[src/rtl/y86_pkg.sv]
// Shared Y86-64 encoding constants and the icode -> instruction length table,
// used by both the instruction encoder and fetch.
package y86_pkg;

    localparam logic [3:0] I_HALT   = 4'h0;
    localparam logic [3:0] I_NOP    = 4'h1;
    localparam logic [3:0] I_RRMOVQ = 4'h2;
    localparam logic [3:0] I_IRMOVQ = 4'h3;
    localparam logic [3:0] I_RMMOVQ = 4'h4;
    localparam logic [3:0] I_MRMOVQ = 4'h5;
    localparam logic [3:0] I_OPQ    = 4'h6;
    localparam logic [3:0] I_JXX    = 4'h7;
    localparam logic [3:0] I_CALL   = 4'h8;
    localparam logic [3:0] I_RET    = 4'h9;
    localparam logic [3:0] I_PUSHQ  = 4'hA;
    localparam logic [3:0] I_POPQ   = 4'hB;

    localparam logic [3:0] RNONE = 4'hF;

    localparam logic [3:0] ALU_ADD = 4'h0;
    localparam logic [3:0] ALU_SUB = 4'h1;
    localparam logic [3:0] ALU_AND = 4'h2;
    localparam logic [3:0] ALU_XOR = 4'h3;

    localparam logic [3:0] C_YES = 4'h0;
    localparam logic [3:0] C_LE  = 4'h1;
    localparam logic [3:0] C_L   = 4'h2;
    localparam logic [3:0] C_E   = 4'h3;
    localparam logic [3:0] C_NE  = 4'h4;
    localparam logic [3:0] C_GE  = 4'h5;
    localparam logic [3:0] C_G   = 4'h6;

    typedef enum logic {ENC_IDLE, ENC_EMIT} enc_state_t;

    // Encoded length in bytes; 0 marks an undefined icode.
    function automatic logic [3:0] instr_len(input logic [3:0] icode);
        case (icode)
            I_HALT, I_NOP, I_RET:               return 4'd1;
            I_RRMOVQ, I_OPQ, I_PUSHQ, I_POPQ:   return 4'd2;
            I_JXX, I_CALL:                      return 4'd9;
            I_IRMOVQ, I_RMMOVQ, I_MRMOVQ:       return 4'd10;
            default:                            return 4'd0;
        endcase
    endfunction

endpackage

[src/rtl/y86_ilen.sv]
// Combinational icode/ifun -> {length, valid}. With Y86_IENC_CANON_EN defined,
// out-of-range function codes for rrmovq/cmovXX, jXX and OPq are also rejected.
module y86_ilen (
    input  logic [3:0] icode,
    input  logic [3:0] ifun,
    output logic [3:0] len,
    output logic       valid
);
    import y86_pkg::*;

    // NOTE: every output of an always_comb gets a default first so no path leaves it unassigned (no latch).
    always_comb begin
        len   = instr_len(icode);
        valid = (len != 4'd0);
`ifdef Y86_IENC_CANON_EN
        if ((icode == I_RRMOVQ || icode == I_JXX) && ifun > C_G)
            valid = 1'b0;
        if (icode == I_OPQ && ifun > ALU_XOR)
            valid = 1'b0;
`endif
    end

`ifndef Y86_IENC_CANON_EN
    logic unused_ifun;
    assign unused_ifun = ^ifun;
`endif

endmodule

[src/rtl/y86_instr_encoder.sv]
// Byte-serial Y86-64 instruction encoder writing into a byte-wide instruction memory.
// Optional field canonicalisation/checking is enabled with Y86_IENC_CANON_EN.
module y86_instr_encoder #(
    parameter int unsigned MEM_BYTES = 1024
) (
    input  logic        clk,
    input  logic        rst,
    input  logic        addr_load,
    input  logic [63:0] addr_in,
    input  logic        in_valid,
    output logic        in_ready,
    input  logic [3:0]  icode,
    input  logic [3:0]  ifun,
    input  logic [3:0]  rA,
    input  logic [3:0]  rB,
    input  logic [63:0] valC,
    output logic        wr_en,
    output logic [63:0] wr_addr,
    output logic [7:0]  wr_data,
    output logic [63:0] next_addr,
    output logic        instr_err,
    output logic        mem_err
);
    import y86_pkg::*;

    localparam logic [63:0] MEM_LIMIT = 64'(MEM_BYTES);

    enc_state_t  state;
    logic [3:0]  remaining;
    logic [71:0] shift_buf;

    logic [3:0]  len;
    logic        len_valid;
    logic [3:0]  ifun_c, ra_c, rb_c;
    logic [79:0] frame;
    logic        over;
    logic        accept;

    y86_ilen u_ilen (
        .icode (icode),
        .ifun  (ifun),
        .len   (len),
        .valid (len_valid)
    );

    always_comb begin
        ifun_c = ifun;
        ra_c   = rA;
        rb_c   = rB;
`ifdef Y86_IENC_CANON_EN
        if (!(icode == I_RRMOVQ || icode == I_OPQ || icode == I_JXX))
            ifun_c = 4'h0;
        if (icode == I_IRMOVQ)
            ra_c = RNONE;
        if (icode == I_PUSHQ || icode == I_POPQ)
            rb_c = RNONE;
`endif
    end

    // Byte 0 always leads; the register byte exists only for 2- and 10-byte forms.
    always_comb begin
        case (len)
            4'd2:    frame = {64'h0, ra_c, rb_c, icode, ifun_c};
            4'd9:    frame = {8'h0, valC, icode, ifun_c};
            4'd10:   frame = {valC, ra_c, rb_c, icode, ifun_c};
            default: frame = {72'h0, icode, ifun_c};
        endcase
    end

    // Written as a subtraction from the limit so a pointer near 2^64 cannot wrap past the check.
    assign over     = next_addr > (MEM_LIMIT - 64'(len));
    assign in_ready = (state == ENC_IDLE) && !addr_load;
    assign accept   = in_ready && in_valid && len_valid && !over;

    // NOTE: sequential state uses non-blocking assignments so every register samples pre-edge values.
    always_ff @(posedge clk) begin
        if (rst) begin
            state     <= ENC_IDLE;
            remaining <= 4'd0;
            wr_en     <= 1'b0;
            wr_addr   <= 64'h0;
            wr_data   <= 8'h0;
            next_addr <= 64'h0;
            instr_err <= 1'b0;
            mem_err   <= 1'b0;
        end else begin
            instr_err <= 1'b0;
            case (state)
                ENC_IDLE: begin
                    wr_en <= 1'b0;
                    if (addr_load) begin
                        next_addr <= addr_in;
                        mem_err   <= 1'b0;
                    end else if (in_valid) begin
                        if (!len_valid) begin
                            instr_err <= 1'b1;
                        end else if (over) begin
                            mem_err <= 1'b1;
                        end else begin
                            wr_en     <= 1'b1;
                            wr_data   <= frame[7:0];
                            wr_addr   <= next_addr;
                            next_addr <= next_addr + 64'd1;
                            remaining <= len - 4'd1;
                            state     <= ENC_EMIT;
                        end
                    end
                end
                ENC_EMIT: begin
                    if (remaining != 4'd0) begin
                        wr_en     <= 1'b1;
                        wr_data   <= shift_buf[7:0];
                        wr_addr   <= next_addr;
                        next_addr <= next_addr + 64'd1;
                        remaining <= remaining - 4'd1;
                    end else begin
                        wr_en <= 1'b0;
                        state <= ENC_IDLE;
                    end
                end
                default: state <= ENC_IDLE;
            endcase
        end
    end

    // NOTE: the byte buffer is deliberately not reset; it is always loaded on accept before it is read.
    always_ff @(posedge clk) begin
        if (accept)
            shift_buf <= frame[79:8];
        else if (state == ENC_EMIT)
            shift_buf <= {8'h00, shift_buf[71:8]};
    end

endmodule

[config.mk]
export PLATFORM = sky130hd
export DESIGN_NAME = y86_instr_encoder
export DESIGN_NICKNAME = d
export VERILOG_FILES = /design/src/rtl/y86_pkg.sv /design/src/rtl/y86_ilen.sv /design/src/rtl/y86_instr_encoder.sv
export SDC_FILE = /design/constraint.sdc
export NUM_CORES = 1
export LEC_CHECK = 0
export ABC_CLOCK_PERIOD_IN_PS = 7140
export BUFFER_PORTS_ARGS = -buffer_cell sky130_fd_sc_hd__buf_2
export CAP_MARGIN = 25
export CORE_UTILIZATION = 51
export CTS_CLUSTER_SIZE = 25
export DETAILED_ROUTE_END_ITERATION = 10
export PLACE_DENSITY = 0.83
export SETUP_SLACK_MARGIN = 0.4
export SLEW_MARGIN = 30
export SYNTH_ARGS = -nofsm -noshare
export SYNTH_HDL_FRONTEND = slang
export SYNTH_SLANG_ARGS = --single-unit
[constraint.sdc]
create_clock -name clk -period 7.14 [get_ports clk]
set_clock_uncertainty 0.2 [all_clocks]
set_input_delay 0.357 -clock clk [delete_from_list [all_inputs] [get_ports clk]]
set_output_delay 0.357 -clock clk [all_outputs]
set_load 0.01 [all_outputs]
==> out/qor.yml <==
floorplanning:
  die-area_mm2: 0.0219
  pin_count: 288
  fp-row-count: 53
  core_area_mm2: 0.0210
  die_w_um: 148
  die_height_um: 148
  start_util_pct: 51.9
sta:
  setup_slack_ps: 3220
  timing.final.crit_share_pct: 54.8
  setup_tns_ps: 0
  drv_slew: 0
  slew_headroom_pct: 37.9
  setup_violations: 0
  period_needed_ps: 3920
  hold_viol_final: 0
  rsz0062_at_grt: "no"
  fmax_mhz: 255
  tightest_slew_ps: 931
route:
  via_count: 11367
  viasPerCell: 6.13
  drc: 0
  routed_wirelength_um: 34900
  antenna_left: 0
  drt-initial-drc-count: 919
  wl_per_cell_um: 18.8
  first_pass_iters: 7
global_route:
  antenna_found_initial: 1
  grt_overflow_total: 0
  grt_max_degree: 131
  grt_pass1_wl_um: 53400
  grt_pass1_vias: 10221
  track_usage_pct: 30.4
job:
  max-cap-violations: 0
layout:
  nNetsFinal: 1717
  diodes: 0
  drive_gt1_share_pct: 22.8
  syn2layout_area_growth_pct: 24.2
  fill_cells: 1766
outcome:
  status: "complete, no violations"
critical_path:
  rr_startpoint: "next_addr[13]"
  r2r_end: "next_addr[19]"
  rr_worst_depth: 8
  crit_fanout: 46
  critPathKind: "reg -> reg"
  worst_ep_arrival_time_ps: 4120
  cp-start-kind: "flop"
  reg2reg_slack_ps: 3220
  cp_data_required_time_ps: 7350
  cp-end-kind: "flop"
logic_synthesis:
  async_flop_share_pct: 0
  ys_seq_elements: 215
  netlist_area_mm2: 0.0109
  synth_edf_count: 72
  synth_flop_cell: "dfxtp_1"
  yosysWarnings: 0
  ys_top_cells_by_area: "dfxtp_1 (26%), edfxtp_1 (20%), nand2_1 (9.9%), a21oi_1 (6.9%), o21ai_0 (4.9%)"
  netlist_instances: 1323
  avgSynthCellArea_um2: 8.23
  yosysTopAreaCell: "dfxtp_1"
  synth-seq-area-share_pct: 46.2
  yosysTopAreaCellShare_pct: 26.3
  syn_nets: 1480
  synthDistinctLibCells: 57
cts:
  clkTransAtPathRegs_ps: 60
  cts_buffers: 24
  cts_tree: "built"
  clk_latency_ps: 520
  postCtsSetupRepairBufs: 0
  cts_max_level: 1
  cts_buffer_depth: 3
  cts-root-buf: "clkbuf_16"
  cts_sinks: 215
  cts.repair.resized: 0
power:
  p_per_area_mw_per_mm2: 212
  irDropWorstVdd_v: 0.000225
  leakagePower_nw: 5.28
hold_path:
  min-delay-start: "addr_in[41]"
  hold_depth: 4
  hold_class: "in -> reg"
  worstHoldEndpoint: "next_addr[41]"
placed_design:
  portBuffers: 287
  hpwl_um: 23300
  post-place-ws_ps: 2500
  routabilityCongestion: 0.878
[how the worst max path moves through the flow]
stage | startpoint | cells after the start | end
final | next_addr[13] | 8 | next_addr[19]
after global placement | icode[3] | 12 | next_addr[19]
after CTS | next_addr[13] | 8 | next_addr[19]
after floorplan | icode[3] | 11 | shift_buf[0]
after global routing | icode[3] | 12 | next_addr[49]
after detailed placement | icode[3] | 12 | next_addr[19]
[critical path, stage by stage (launching register included)]
cell       delay [ps]
dfxtp_1           450
or3_1             420
or4_1             490
a2111oi_0         680
nor4_2            190
o21ai_4           530
buf_4             520
nor3_1             90
a31o_2            240
[cells in the final DEF, fill, tap and decap left out, types with 6 or more instances in the layout]
cell type / count
nand2_1: 286
buf_2: 286
a21oi_1: 149
dfxtp_1: 143
o21ai_0: 107
edfxtp_1: 72
a22oi_1: 68
nor2_1: 46
nand3_1: 32
dlygate4sd3_1: 32
o32ai_1: 29
nand4_1: 27
nor3_1: 26
clkbuf_16: 26
a211oi_1: 23
nor4_1: 20
and3_1: 17
buf_4: 14
a21o_1: 12
o31a_1: 12
inv_1: 11
mux2i_1: 10
and4_1: 10
ha_1: 9
o31ai_1: 7
a31oi_1: 7
or3_1: 6
[metrics by stage]
| step | hold slack (ps) | area [um2] | total power (W) | cells | utilization (%) |
|---|---|---|---|---|---|
| after detailed placement | 241 | 12400 | 0.00162 | 1775 | 58.9 |
| after global placement | 235 | 12300 | 0.00162 | 1775 | 58.9 |
| final | 9.72 | 13500 | 0.00286 | 1853 | 64.5 |
| after floorplan | 245 | 10900 | 0.00150 | 1323 | - |
| after global routing | 16.5 | 13500 | 0.00295 | 1853 | 64.5 |
| after CTS | 0.766 | 13500 | 0.00286 | 1851 | 64.2 |
[per-layer routing]
metal / up-vias / global-route usage, % / wire length [um]
met4: 2 / 9.43 / 804
met5: - / 0 / 15
met2: 648 / 51.2 / 16900
li1: 5355 / - / -
met1: 5296 / 38.6 / 13600
met3: 66 / 7.06 / 3550
[final cells by class]
cell class,count,area (um2),share of cell area [%]
multi-input combinational,972,5390,39.9
sequential,215,5020,37.2
timing repair buffer,335,1920,14.2
clock buffer,35,716,5.30
tap,275,344,2.55
clock inverter,9,72.6,0.537
inverter,12,45.0,0.333
[cells by family after synthesis]
logic type	synth area share [%]
xor gates and xnor gates	0.0805
AOI/OAI and AO/OA	25.5
and+or+nand+nor	21.3
muxes	0.920
buffers and inverters	4.97
DFF	46.2
adders and majority gates	1.03
[cell usage after synthesis, types with 6 or more instances]
cell type  count
nor3_1        26
o31a_1        12
a21oi_1      149
a22oi_1       68
clkbuf_1      94
nand2_1      286
buf_1          6
a31oi_1        7
o32ai_1       29
or3_1          6
and4_1        10
and3_1        18
nand4_1       27
dfxtp_1      143
buf_2         24
o31ai_1        7
nor2_1        48
o21ai_0      107
nand3_1       33
a21o_1        12
a211oi_1      23
mux2i_1       10
ha_1           9
inv_1         11
edfxtp_1      72
nor4_1        21
[where the power goes]
group          switching, W  internal (W)  leakage, nW
combinational      0.000173      0.000122         3.06
clock              0.000512      0.000732        0.392
sequential        0.0000467       0.00128         1.82
[timing repair]
item,4_1_cts,5_1_grt
hold buffers,32,0
endpoints found under the hold margin,32,0
setup endpoints to repair,0,0
[state kept, by name (all words and copies together) (netlist names)]
name / count
remaining: 4
shift_buf: 72
instr_err: 1
state: 1
next_addr: 64
mem_err: 1
wr_addr: 64
wr_data: 8
Note: power is estimated with default switching activity, not from simulation.
